**config.mk**
```make
export PLATFORM = sky130hd
export DESIGN_NAME = lab1_imul_int_div_iter
export DESIGN_NICKNAME = d
export VERILOG_FILES = /design/src/rtl/lab1_imul_int_div_iter.sv
export SDC_FILE = /design/constraint.sdc
export NUM_CORES = 1
export LEC_CHECK = 0
export ABC_CLOCK_PERIOD_IN_PS = 7450
export BUFFER_PORTS_ARGS = -buffer_cell sky130_fd_sc_hd__buf_2
export CORE_MARGIN = 5
export CORE_UTILIZATION = 55
export DETAILED_ROUTE_END_ITERATION = 12
export HOLD_SLACK_MARGIN = 0.1
export PLACE_DENSITY = 0.81
export RECOVER_POWER = 100
export SLEW_MARGIN = 10
export SYNTH_ARGS = -nofsm -noshare
export SYNTH_HDL_FRONTEND = slang
export SYNTH_SLANG_ARGS = --single-unit
```
**constraint.sdc**
```tcl
create_clock -name clk -period 7.45 [get_ports clk]
set_input_delay 0.3725 -clock clk [delete_from_list [all_inputs] [get_ports clk]]
set_output_delay 0.3725 -clock clk [all_outputs]
set_load 0.01 [all_outputs]
```
**src/rtl/lab1_imul_int_div_iter.sv**
```systemverilog
// Iterative restoring divider: {a, b} in, {remainder, quotient} out, one quotient bit per cycle.
// Latency: N+1 cycles from accept to ostream_val (1 cycle when b==0); throughput one op per N+2 cycles.
// Backpressure: result held stable in DONE until ostream_rdy; no new request accepted until then.
// Optional feature macro: LAB1_IMUL_DIV_SIGNED_EN (two's-complement signed division).

module lab1_imul_int_div_iter #(
  parameter int p_nbits = 32
) (
  input  logic                   clk,
  input  logic                   reset,
  input  logic                   istream_val,
  output logic                   istream_rdy,
  input  logic [2*p_nbits-1:0]   istream_msg,
  output logic                   ostream_val,
  input  logic                   ostream_rdy,
  output logic [2*p_nbits-1:0]   ostream_msg
);

  localparam int CW = $clog2(p_nbits + 1);

  typedef enum logic [1:0] {
    IDLE = 2'd0,
    CALC = 2'd1,
    DONE = 2'd2
  } state_t;

  state_t state, state_nxt;

  logic [p_nbits-1:0] quot_q;
  logic [p_nbits-1:0] rem_q;
  logic [p_nbits-1:0] dvsr_q;
  logic [CW-1:0]      cnt_q;

  logic [p_nbits-1:0] a_in;
  logic [p_nbits-1:0] b_in;
  logic [p_nbits-1:0] a_mag;
  logic [p_nbits-1:0] b_mag;
  logic               b_zero;
  logic               last_step;

  // Trial subtraction: shifted remainder is at most 2B-1, so N+1 bits plus a sign bit.
  logic [p_nbits+1:0] diff;
  logic               diff_neg;
  logic [p_nbits-1:0] rem_shift;

  logic [p_nbits-1:0] quot_out;
  logic [p_nbits-1:0] rem_out;

  assign a_in   = istream_msg[2*p_nbits-1:p_nbits];
  assign b_in   = istream_msg[p_nbits-1:0];
  assign b_zero = (b_in == '0);

`ifdef LAB1_IMUL_DIV_SIGNED_EN
  logic sign_a_q;
  logic sign_b_q;
  logic div0_q;

  // Core always works on magnitudes; most-negative maps onto itself, which is the right unsigned magnitude.
  assign a_mag = a_in[p_nbits-1] ? (~a_in + 1'b1) : a_in;
  assign b_mag = b_in[p_nbits-1] ? (~b_in + 1'b1) : b_in;

  // Latch operand signs on accept; divide-by-zero must bypass quotient negation.
  always_ff @(posedge clk or posedge reset) begin
    if (reset) begin
      sign_a_q <= 1'b0;
      sign_b_q <= 1'b0;
      div0_q   <= 1'b0;
    end else if (state == IDLE && istream_val) begin
      sign_a_q <= a_in[p_nbits-1];
      sign_b_q <= b_in[p_nbits-1];
      div0_q   <= b_zero;
    end
  end

  // Sign fixup on the way out: truncation toward zero, remainder follows the dividend.
  always_comb begin
    quot_out = quot_q;
    rem_out  = rem_q;
    if ((sign_a_q ^ sign_b_q) && !div0_q) quot_out = ~quot_q + 1'b1;
    if (sign_a_q)                         rem_out  = ~rem_q + 1'b1;
  end
`else
  assign a_mag = a_in;
  assign b_mag = b_in;

  // Unsigned results leave the registers untouched.
  always_comb begin
    quot_out = quot_q;
    rem_out  = rem_q;
  end
`endif

  assign diff      = {1'b0, rem_q, quot_q[p_nbits-1]} - {2'b00, dvsr_q};
  assign diff_neg  = diff[p_nbits+1];
  assign rem_shift = {rem_q[p_nbits-2:0], quot_q[p_nbits-1]};
  assign last_step = (cnt_q == CW'(1));

  // State register.
  always_ff @(posedge clk or posedge reset) begin
    if (reset) state <= IDLE;
    else       state <= state_nxt;
  end

  // Next-state: divide-by-zero skips CALC entirely; unknown encodings recover to IDLE.
  always_comb begin
    state_nxt = state;
    case (state)
      IDLE:    if (istream_val) state_nxt = b_zero ? DONE : CALC;
      CALC:    if (last_step)   state_nxt = DONE;
      DONE:    if (ostream_rdy) state_nxt = IDLE;
      default: state_nxt = IDLE;
    endcase
  end

  // Datapath: load operands on accept, one shift/subtract step per CALC cycle, hold in DONE.
  always_ff @(posedge clk or posedge reset) begin
    if (reset) begin
      quot_q <= '0;
      rem_q  <= '0;
      dvsr_q <= '0;
      cnt_q  <= '0;
    end else begin
      case (state)
        IDLE: begin
          if (istream_val) begin
            dvsr_q <= b_mag;
            cnt_q  <= CW'(p_nbits);
            if (b_zero) begin
              quot_q <= '1;
              rem_q  <= a_mag;
            end else begin
              quot_q <= a_mag;
              rem_q  <= '0;
            end
          end
        end
        CALC: begin
          rem_q  <= diff_neg ? rem_shift : diff[p_nbits-1:0];
          quot_q <= {quot_q[p_nbits-2:0], ~diff_neg};
          cnt_q  <= cnt_q - CW'(1);
        end
        default: ;
      endcase
    end
  end

  assign istream_rdy = (state == IDLE) && !reset;
  assign ostream_val = (state == DONE);
  assign ostream_msg = {rem_out, quot_out};

endmodule

```
==> results of run 1 <==
## cell type report
type	count	area [um2]
Inverter	51	192.7
Timing Repair Buffer	142	633.1
Fill cell	1205	4631
Tap cell	172	215.2
Sequential cell	104	2603
Clock inverter	7	85.08
Multi-Input combinational cell	642	3933
Clock buffer	9	225.2
## metal layers
layer	up-vias	global-route usage, %	routed length (um)
met3	39	6.221	1287
met4	0	7.768	508
met1	3224	35.93	8480
met5	-	0	0
met2	233	46.17	9998
li1	3234	-	-
## logic make-up after synthesis
group                      synth area share [%]
AOI/OAI and AO/OA                         24.67
xor gates and xnor gates                  2.886
adders and majority gates                 6.382
buffers and inverters                     6.364
DFF                                       37.29
muxes                                     2.330
and+or+nand+nor                           20.08
## how the worst max path moves through the flow
| stage | start | to | cells after the start |
|---|---|---|---|
| 6_report | rem_out[15]$_DFFE_PP0P_ | rem_out[7]$_DFFE_PP0P_ | 10 |
| 3_5_place_dp | rem_out[21]$_DFFE_PP0P_ | rem_out[7]$_DFFE_PP0P_ | 10 |
| 3_3_place_gp | rem_out[21]$_DFFE_PP0P_ | rem_out[7]$_DFFE_PP0P_ | 10 |
| 4_1_cts | rem_out[15]$_DFFE_PP0P_ | rem_out[7]$_DFFE_PP0P_ | 10 |
| 5_1_grt | rem_out[15]$_DFFE_PP0P_ | rem_out[7]$_DFFE_PP0P_ | 10 |
| 2_1_floorplan | reset | cnt_q[0]$_DFFE_PP0P_ | 1 |
## power groups by stage
stage / Clock, W / Sequential [W] / Combinational (W)
global route: 0.000533 / 0.00115 / 0.00355
global placement: 0 / 0.00111 / 0.00318
finish: 0.000499 / 0.00112 / 0.00320
floorplan: 0 / 0.00114 / 0.00242
detailed placement: 0 / 0.00111 / 0.00322
CTS: 0.000510 / 0.00111 / 0.00325
## synthesized netlist by cell type (3+ instances only)
master,n
clkbuf_1,34
nor3b_1,3
nor2_1,79
o22ai_1,9
xnor2_1,19
nor4_1,12
a21oi_1,68
nand2_1,113
ha_1,34
o2111ai_1,3
a211oi_1,8
xor2_1,4
nand4_1,6
o31ai_1,31
buf_2,10
o21ai_1,12
o21a_1,5
a31oi_1,7
or3_1,8
o21bai_1,8
nand3_1,11
o211ai_1,9
mux2i_1,14
dfrtp_1,104
a21o_1,14
nor2b_1,4
nor3_1,44
a311oi_1,4
a221oi_1,4
inv_1,51
and3_1,12
buf_1,8
o21ai_0,53
## registers in the layout (all words and copies together), names as in the netlist
signal / count
dvsr_q: 32
quot_out: 32
rem_out: 32
cnt_q: 6
state: 2
## placed cells by master, fill, tap and decap left out, types with 4 or more instances in the layout
cell type	netlist	final
or3_1	8	8
and3_1	12	12
clkbuf_16	0	9
o211ai_1	9	9
nor2_1	79	78
o22ai_1	9	9
dfrtp_1	104	104
a211oi_1	8	9
xor2_1	4	4
o31ai_1	31	31
nand3_1	11	11
o21a_1	5	5
a21o_1	14	14
ha_1	34	34
clkbuf_1	34	72
nor4_1	12	12
buf_2	10	66
a221oi_1	4	4
a311oi_1	4	4
o21bai_1	8	8
o21ai_0	53	59
xnor2_1	19	19
a31oi_1	7	7
o21ai_1	12	6
nand4_1	6	6
mux2i_1	14	14
nor3_1	44	44
nor2b_1	4	4
nand2_1	113	113
a21oi_1	68	68
inv_1	51	50
## worst min-delay path, stage by stage
cell	delay, ps
buf_2	90
nand2_1	40
o21ai_0	50
## per-stage QoR
stage	setup slack [ps]	utilization, %	std cells	power [W]
6_report	2356	63.00	1127	0.004818
5_1_grt	1940	63.00	1127	0.005234
4_1_cts	4102	64.06	1127	0.004864
3_5_place_dp	4124	61.51	1110	0.004339
3_3_place_gp	4109	61.51	1110	0.004290
2_1_floorplan	4345	-	853	0.003554
==> run summary, run 1 <==
CP max stage cell: a211oi_1
Syn Nets: 956
DRC: 0
initial antenna violation count: 0
Routed WL: 20270 um
total CTS buffers: 9
CP peak stage delay: 1330 ps
Design Area, Final: 0.007886 mm2
crit end category: flip-flop
worst hold path class: primary input to flip-flop
critical path type: flip-flop to flip-flop
pwr/cell area: 610.9 mW/mm2
leak pwr: 3.463 nW
I/O pins: 134
largest net degree at the start of global routing: 101
unrepaired setup endpoints after global routing: no
Post-Syn Area: 0.006979 mm2
reg2reg start: rem_out[15]$_DFFE_PP0P_
Routed wire per std cell: 17.99 um
worst-case reg-to-reg path depth: 10
H-tree Lvls: 3
vias per inst: 5.972
Hold WS: 231.6 ps
asr flop ratio synth: 100.0%
PostCTS Resize Cnt: 0
failing checks: max-capacitance violations, max-slew violations
clock-pin slew on the worst setup and hold paths: 80 ps
Die ar.: 0.01504 mm2
DRT iter0 DRCs: 574
Synth Area per Inst: 8.182 um2
EDFF count, synth: 0
port buffer count: 133
first-pass GRT wire length: 32560 um
Fin. Hold Viols: 0
fmax: 196.3 MHz
Final setup viols: 0
Clock power frac: 10.4%
Critical Path AT: 5240 ps
Congestion Overflow GR: 0
sequential share of power: 23.2%
Worst Hold Path EP: dvsr_q[21]$_DFFE_PP0P_
sequential-to-total area share from yosys stat: 37.29%
# rows: 41
CP Buf/Inv Count: 1
Reg2Reg Setup Slack: 2360 ps
sw frac: 49.65%
min Tclk post-route: 5094 ps
hold wc startpoint: istream_msg[21]
diode count: 0
share of cells above drive strength 1: 10.89%
main flop type after synthesis: dfrtp_1
cell internal pwr: 0.002426 W
share of the synthesized area in the top cell type: 37.29%
DP Area: 0.007699 mm2
Die W: 122.6 um
setup TNS: 0 ps
CTS tree: built
Die Ht: 122.6 um
Final Cycle Share: 68.37%
Worst Skew: 9.544 ps
Area growth syn-to-layout: 13.00%
Worst slew margin: -74.69%
Distinct cells, synth: 68
CP max FO: 24
HPWL Detailed: 14630 um
GR Util All Layers: 27.55%
CTS Root Cell: clkbuf_16
Final nets: 1053
synthesized flop and latch total: 104
worst vdd ir: 0.2578 mV
final slew viol count: 237
Comb pwr share: 66.4%
worst-skew pair later-pin latency: 360 ps
clk sinks: 104
status: finished, violations left
NetSw: 0.002392 W
routed vias: 6730
vias in the first global route: 6421
Max Cap Viol: 6
Post-CTS Setup Bufs: 0
post-synthesis cell count: 853
initial core utilization: 55.76%
Reg-to-Reg End: rem_out[7]$_DFFE_PP0P_
worst slew pin tran: 2620 ps
Hold Path Stages: 3
CP Cell Sequence: ha_1 -> and2_0 -> nand3_2 -> nor4_4 -> o21ai_2 -> a211oi_1 -> or2_0 -> clkbuf_1 -> mux2i_1 -> o22ai_1
CP Launch Type: flip-flop
Clock Path Buffers: 2
Area contributors post-synth: dfrtp_1 (37%), ha_1 (6.1%), nand2_1 (6.1%)
Worst EP required: 7590 ps
yosys warns: 0
GPL Wtd Cong: 0.9291
Antenna Violating Nets Remaining: 0
top cell type by total area after synthesis: dfrtp_1
delay-heaviest family, CP: compound AO/OA/AOI/OAI gates
Hold Buf Count CTS: 1
drt first pass iters: 6
Core ar.: 0.01252 mm2
Power figures use the tool's default switching activity.
==> run 2: changes to the inputs <==
--- a/config.mk
+++ b/config.mk
@@ -5,7 +5,7 @@
 export SDC_FILE = /design/constraint.sdc
 export NUM_CORES = 1
 export LEC_CHECK = 0
-export ABC_CLOCK_PERIOD_IN_PS = 7450
+export ABC_CLOCK_PERIOD_IN_PS = 5100
 export BUFFER_PORTS_ARGS = -buffer_cell sky130_fd_sc_hd__buf_2
 export CORE_MARGIN = 5
 export CORE_UTILIZATION = 55
==> constraint.sdc (replaced) <==
create_clock -name clk -period 5.1 [get_ports clk]
set_input_delay 0.255 -clock clk [delete_from_list [all_inputs] [get_ports clk]]
set_output_delay 0.255 -clock clk [all_outputs]
set_load 0.01 [all_outputs]
==> run 2 against run 1 <==
  * The flow still finishes with violations (max-capacitance violations, max-slew violations)
  * Fmax increased by 29%
  * Utilization is 0.24 points higher
  * Sequential power rose by 46%
  * Highest routed layer unchanged
==> run summary, run 2 (synthesized netlist as in run 1, its figures left out) <==
Final nets: 1052 (-0.095%)
GR Util All Layers: 28.04% (+0.49 points)
failing checks: max-capacitance violations, max-slew violations
leak pwr: 3.468 nW (+0.12%)
diode count: 0 (unchanged)
I/O pins: 134 (unchanged)
clk sinks: 104 (unchanged)
first-pass GRT wire length: 32810 um (+0.76%)
Congestion Overflow GR: 0 (unchanged)
worst slew pin tran: 3051 ps (+430.5 ps)
min Tclk post-route: 3936 ps (-1157 ps)
critical path type: flip-flop to flip-flop
clock-pin slew on the worst setup and hold paths: 80 ps (about the same)
port buffer count: 133 (unchanged)
setup TNS: 0 ps (unchanged)
most frequent cells in the layout: nand2_1 (113), dfrtp_1 (104), nor2_1 (78), clkbuf_1 (71), a21oi_1 (68)
Die W: 122.6 um (unchanged)
Area growth syn-to-layout: 13.43%
Final setup viols: 0 (unchanged)
largest net degree at the start of global routing: 101 (unchanged)
total chip power: 0.007144 W (+48%)
unrepaired setup endpoints after global routing: no
vias per inst: 5.983 (+0.19%)
PostCTS Resize Cnt: 0 (unchanged)
pwr/cell area: 902.4 mW/mm2 (+48%)
Routed wire per std cell: 18.44 um (+2.5%)
initial core utilization: 55.76% (unchanged)
total CTS buffers: 9 (unchanged)
share of cells above drive strength 1: 11.11% (+0.22 points)
initial antenna violation count: 0 (unchanged)
DRC: 0 (unchanged)
routed vias: 6737 (+0.10%)
Worst Skew: 9.270 ps (-0.2732 ps)
Post-CTS Setup Bufs: 0 (unchanged)
Routed WL: 20760 um (+2.4%)
Die ar.: 0.01504 mm2 (unchanged)
CP max FO: 56 (+130%)
worst hold path class: primary input to flip-flop
worst-skew pair later-pin latency: 360 ps (about the same)
GPL Wtd Cong: 0.9244 (-0.51%)
CTS tree: built
commonest non-fill, non-tap cell in the layout: nand2_1
crit end category: flip-flop
final slew viol count: 238 (+0.42%)
fmax: 254.0 MHz (+29%)
HPWL Detailed: 14970 um (+2.3%)
worst vdd ir: 0.3929 mV (+52%)
Max Cap Viol: 4 (-2)
Critical Path AT: 4130 ps (-1110 ps)
# rows: 41 (unchanged)
Fin. Hold Viols: 0 (unchanged)
Antenna Violating Nets Remaining: 0 (unchanged)
Hold Buf Count CTS: 0 (-1)
Core ar.: 0.01252 mm2 (unchanged)
Worst EP required: 5300 ps (-2290 ps)
drt first pass iters: 5 (-1)
# fillers: 1179 (-2.2%)
vias in the first global route: 6378 (-0.67%)
CP Launch Type: flip-flop
DRT iter0 DRCs: 729 (+27%)
Final Cycle Share: 77.18% (+8.8 points)
status: finished, violations left
Worst slew margin: -104.5% (-30 points)
Die Ht: 122.6 um (unchanged)
Clock Path Buffers: 2 (unchanged)
H-tree Lvls: 3 (unchanged)
CTS Root Cell: clkbuf_16
## run 2: cell count changes in the layout (fill, tap and decap cells not counted), moves of 2 or more
cell,delta
o21ai_1,-2
o21ai_0,+2
buf_4,+2
clkinvlp_4,+2
inv_6,-3
## run 2: path summary, 6_finish.rpt
check / startpoint / slack (ps) / endpoint / cells past startpoint
min reg2reg: dvsr_q[0]$_DFFE_PP0P_ / 490 / dvsr_q[0]$_DFFE_PP0P_ / 2
min in group asynchronous: reset / 770 / quot_out[16]$_DFFE_PP0P_ / 2
max: state[1]$_DFFE_PP0P_ / 1160 / rem_out[29]$_DFFE_PP0P_ / 5
max in group asynchronous: reset / 2760 / dvsr_q[6]$_DFFE_PP0P_ / 3
min: istream_msg[16] / 120 / dvsr_q[16]$_DFFE_PP0P_ / 3
max reg2reg: state[1]$_DFFE_PP0P_ / 1160 / rem_out[29]$_DFFE_PP0P_ / 5
## run 2: through the flow
step                setup WS (ps)  util (%)  cell area [um2]  std cells  hold slack (ps)
floorplan                    2113         -             6979        853            360.4
global placement             1673     61.51             7699       1110            464.4
detailed placement           1611     61.51             7699       1110            474.8
CTS                          1597     64.15             8030       1126            109.2
global route                860.6     63.24             7916       1126            115.3
finish                       1164     63.24             7916       1126            116.4
## run 2: cell type report
class                      count  area [um2]  area share (%)
multi-input combinational    642        3945           49.83
sequential                   104        2603           32.88
timing repair buffer         141       629.4           7.950
clock buffer                  10       239.0           3.019
tap                          172       215.2           2.719
inverter                      51       192.7           2.434
clock inverter                 6       92.59           1.170
## run 2: routing by layer
layer	vias up	part of all wire (%)	track usage, %
met5	-	0	0
met4	0	2.8	7.908
met3	36	6.2	5.760
met2	254	48	46.20
met1	3205	43	37.60
li1	3242	-	-
## run 2: power breakdown
part | leakage (nW) | total, W | switching, W | internal, W
Sequential | 1.25 | 0.00163 | 0.000348 | 0.00128
Clock | 0.155 | 0.000770 | 0.000325 | 0.000446
Combinational | 2.06 | 0.00475 | 0.00287 | 0.00188
Total | 3.47 | 0.00714 | 0.00354 | 0.00360
## run 2: critical path, cell delays in order (launching register included)
cell	delay [ps]
dfrtp_1	490
nand2b_2	170
clkbuf_1	1820
nand2_1	750
o22ai_1	460
a221oi_2	60
==> run 3: changes to the inputs <==
--- a/config.mk
+++ b/config.mk
@@ -5,13 +5,13 @@
 export SDC_FILE = /design/constraint.sdc
 export NUM_CORES = 1
 export LEC_CHECK = 0
-export ABC_CLOCK_PERIOD_IN_PS = 5100
+export ABC_CLOCK_PERIOD_IN_PS = 3600
 export BUFFER_PORTS_ARGS = -buffer_cell sky130_fd_sc_hd__buf_2
 export CORE_MARGIN = 5
-export CORE_UTILIZATION = 55
+export CORE_UTILIZATION = 51
 export DETAILED_ROUTE_END_ITERATION = 12
 export HOLD_SLACK_MARGIN = 0.1
-export PLACE_DENSITY = 0.81
+export PLACE_DENSITY = 0.79
 export RECOVER_POWER = 100
 export SLEW_MARGIN = 10
 export SYNTH_ARGS = -nofsm -noshare
==> constraint.sdc (replaced) <==
create_clock -name clk -period 3.6 [get_ports clk]
set_input_delay 0.18 -clock clk [delete_from_list [all_inputs] [get_ports clk]]
set_output_delay 0.18 -clock clk [all_outputs]
set_load 0.01 [all_outputs]
==> run 3 against run 2 <==
  * The run still ends with max-capacitance violations, max-slew violations left
  * Global-route usage shrank 2.5 points
  * Utilization shrank 1.4 points
  * Largest cell class unchanged
  * Register-to-register slack lost 880 ps
==> run summary, run 3 (synthesized netlist as in run 1, its figures left out) <==
commonest non-fill, non-tap cell in the layout: nand2_1
CTS tree: built
PostCTS Resize Cnt: 0 (unchanged)
port buffer count: 133 (unchanged)
Worst Skew: 11.38 ps (+2.113 ps)
Antenna Violating Nets Remaining: 0 (unchanged)
Worst EP required: 3800 ps (-1500 ps)
Routed wire per std cell: 17.83 um (-3.3%)
GPL Wtd Cong: 0.9222 (-0.24%)
post-place setup slack: 260.9 ps (-1350 ps)
Worst Slack Setup Final: 284.4 ps (-879.3 ps)
worst hold path class: primary input to flip-flop
worst slew pin tran: 2175 ps (-875.9 ps)
Clock Path Buffers: 2 (unchanged)
Final setup viols: 0 (unchanged)
diode count: 0 (unchanged)
share of cells above drive strength 1: 11.04% (-0.067 points)
clk sinks: 104 (unchanged)
largest net degree at the start of global routing: 59 (-42%)
unrepaired setup endpoints after global routing: no
H-tree Lvls: 3 (unchanged)
sw frac: 50.12% (+0.56 points)
Congestion Overflow GR: 0 (unchanged)
status: finished, violations left
total CTS buffers: 9 (unchanged)
worst-skew pair later-pin latency: 360 ps (about the same)
Worst slew margin: -44.99% (+60 points)
DRC: 0 (unchanged)
Die Ht: 127.0 um (+3.5%)
Final nets: 1094 (+4.0%)
fmax: 301.6 MHz (+19%)
min Tclk post-route: 3316 ps (-620.7 ps)
CP max FO: 4 (-93%)
vias in the first global route: 6667 (+4.5%)
I/O pins: 134 (unchanged)
most frequent cells in the layout: nand2_1 (113), dfrtp_1 (104), nor2_1 (77), clkbuf_1 (72), a21oi_1 (69)
routed vias: 7028 (+4.3%)
Core ar.: 0.01335 mm2 (+6.6%)
drt first pass iters: 6 (+1)
Die ar.: 0.01612 mm2 (+7.2%)
placed insts: 1120 (+0.90%)
cell internal pwr: 0.004991 W (+38%)
Comb pwr share: 67.6% (+1.2 points)
Finished Layout Cells: 1172 (+4.1%)
failing checks: max-capacitance violations, max-slew violations
initial antenna violation count: 0 (unchanged)
GR Util All Layers: 25.50% (-2.5 points)
Area growth syn-to-layout: 18.29%
leak pwr: 3.625 nW (+4.5%)
worst vdd ir: 0.5735 mV (+46%)
Die W: 127.0 um (+3.5%)
vias per inst: 5.997 (+0.22%)
Fin. Hold Viols: 0 (unchanged)
sequential share of power: 22.9% (about the same)
Max Cap Viol: 4 (unchanged)
CTS Root Cell: clkbuf_16
NetSw: 0.005014 W (+42%)
critical path type: flip-flop to flip-flop
final slew viol count: 159 (-33%)
DRT iter0 DRCs: 655 (-10%)
CP Launch Type: flip-flop
HPWL Detailed: 15200 um (+1.5%)
Critical Path AT: 3510 ps (-620 ps)
Clock power frac: 9.4% (-1.4 points)
setup TNS: 0 ps (unchanged)
first-pass GRT wire length: 33280 um (+1.4%)
initial core utilization: 52.29% (-3.5 points)
crit end category: flip-flop
clock-pin slew on the worst setup and hold paths: 70 ps (about the same)
Final Cycle Share: 92.10% (+15 points)
pwr/cell area: 1212 mW/mm2 (+34%)
Routed WL: 20900 um (+0.69%)
# rows: 42 (+2.4%)
==> run 3: changes by cell type in the layout (fill, tap and decap cells not counted), moves of 2 or more <==
cell / previous run / this run
buf_4: 5 / 8
bufinv_16: 2 / 0
clkbuf_2: 0 / 3
dlygate4sd3_1: 0 / 34
==> run 3: timing repair <==
action	CTS	global route
hold buffers	34	0
hold endpoints to repair	86	0
buffers inserted	0	2
setup endpoints to repair	0	8
==> run 3: routing by layer <==
| layer | vias to the layer above | part of all wire [%] | wire [um] | track usage, % |
|---|---|---|---|---|
| li1 | 3321 | - | - | - |
| met1 | 3379 | 42 | 8728 | 32.89 |
| met2 | 288 | 49 | 10170 | 42.75 |
| met3 | 40 | 7.0 | 1460 | 5.760 |
| met4 | 0 | 2.6 | 548 | 8.265 |
| met5 | - | 0 | 0 | 0 |
==> run 3: stage by stage <==
stage	util [%]	total power, W	hold WS [ps]	instance area [um2]
6_report	61.85	0.01001	128.1	8255
5_1_grt	61.85	0.01084	133.7	8255
4_1_cts	62.75	0.01007	115.0	8376
3_5_place_dp	58.15	0.009053	352.6	7761
3_3_place_gp	58.15	0.008955	355.9	7761
2_1_floorplan	-	0.007356	285.4	6979
==> run 3: power groups by stage <==
stage | Combinational, W | Sequential, W | Clock (W)
after floorplan | 0.00501 | 0.00235 | 0
after detailed placement | 0.00676 | 0.00229 | 0
after global placement | 0.00668 | 0.00228 | 0
after CTS | 0.00684 | 0.00227 | 0.000950
final | 0.00677 | 0.00229 | 0.000942
after global routing | 0.00747 | 0.00236 | 0.00100
==> run 3: worst max-delay path: stages (launching register included) <==
cell,delay (ps)
dfrtp_1,400
inv_1,90
ha_1,170
inv_1,60
fa_1,400
a21oi_1,290
o211ai_1,190
a221oi_4,370
o22ai_2,190
a21oi_1,300
mux2_2,370
nor4_1,240
a311oi_1,80
==> run 3: worst paths after layout <==
path,start,to,slack (ps),depth (start not counted)
min,istream_msg[39],rem_out[7]$_DFFE_PP0P_,130,3
max in group asynchronous,reset,dvsr_q[6]$_DFFE_PP0P_,860,4
max reg2reg,quot_out[31]$_DFFE_PP0P_,rem_out[30]$_DFFE_PP0P_,280,12
max,quot_out[31]$_DFFE_PP0P_,rem_out[30]$_DFFE_PP0P_,280,12
min in group asynchronous,reset,quot_out[13]$_DFFE_PP0P_,1110,3
min reg2reg,quot_out[18]$_DFFE_PP0P_,quot_out[18]$_DFFE_PP0P_,510,2
==> run 3: cell type report <==
cell class	count	area (um2)
clock buffers	10	229.0
clock inverters	6	45.04
fillers	1206	5092
inverters	51	191.4
multi-input cells	642	3935
flip-flops and latches	104	2603
well taps	176	220.2
repair buffers	183	1032
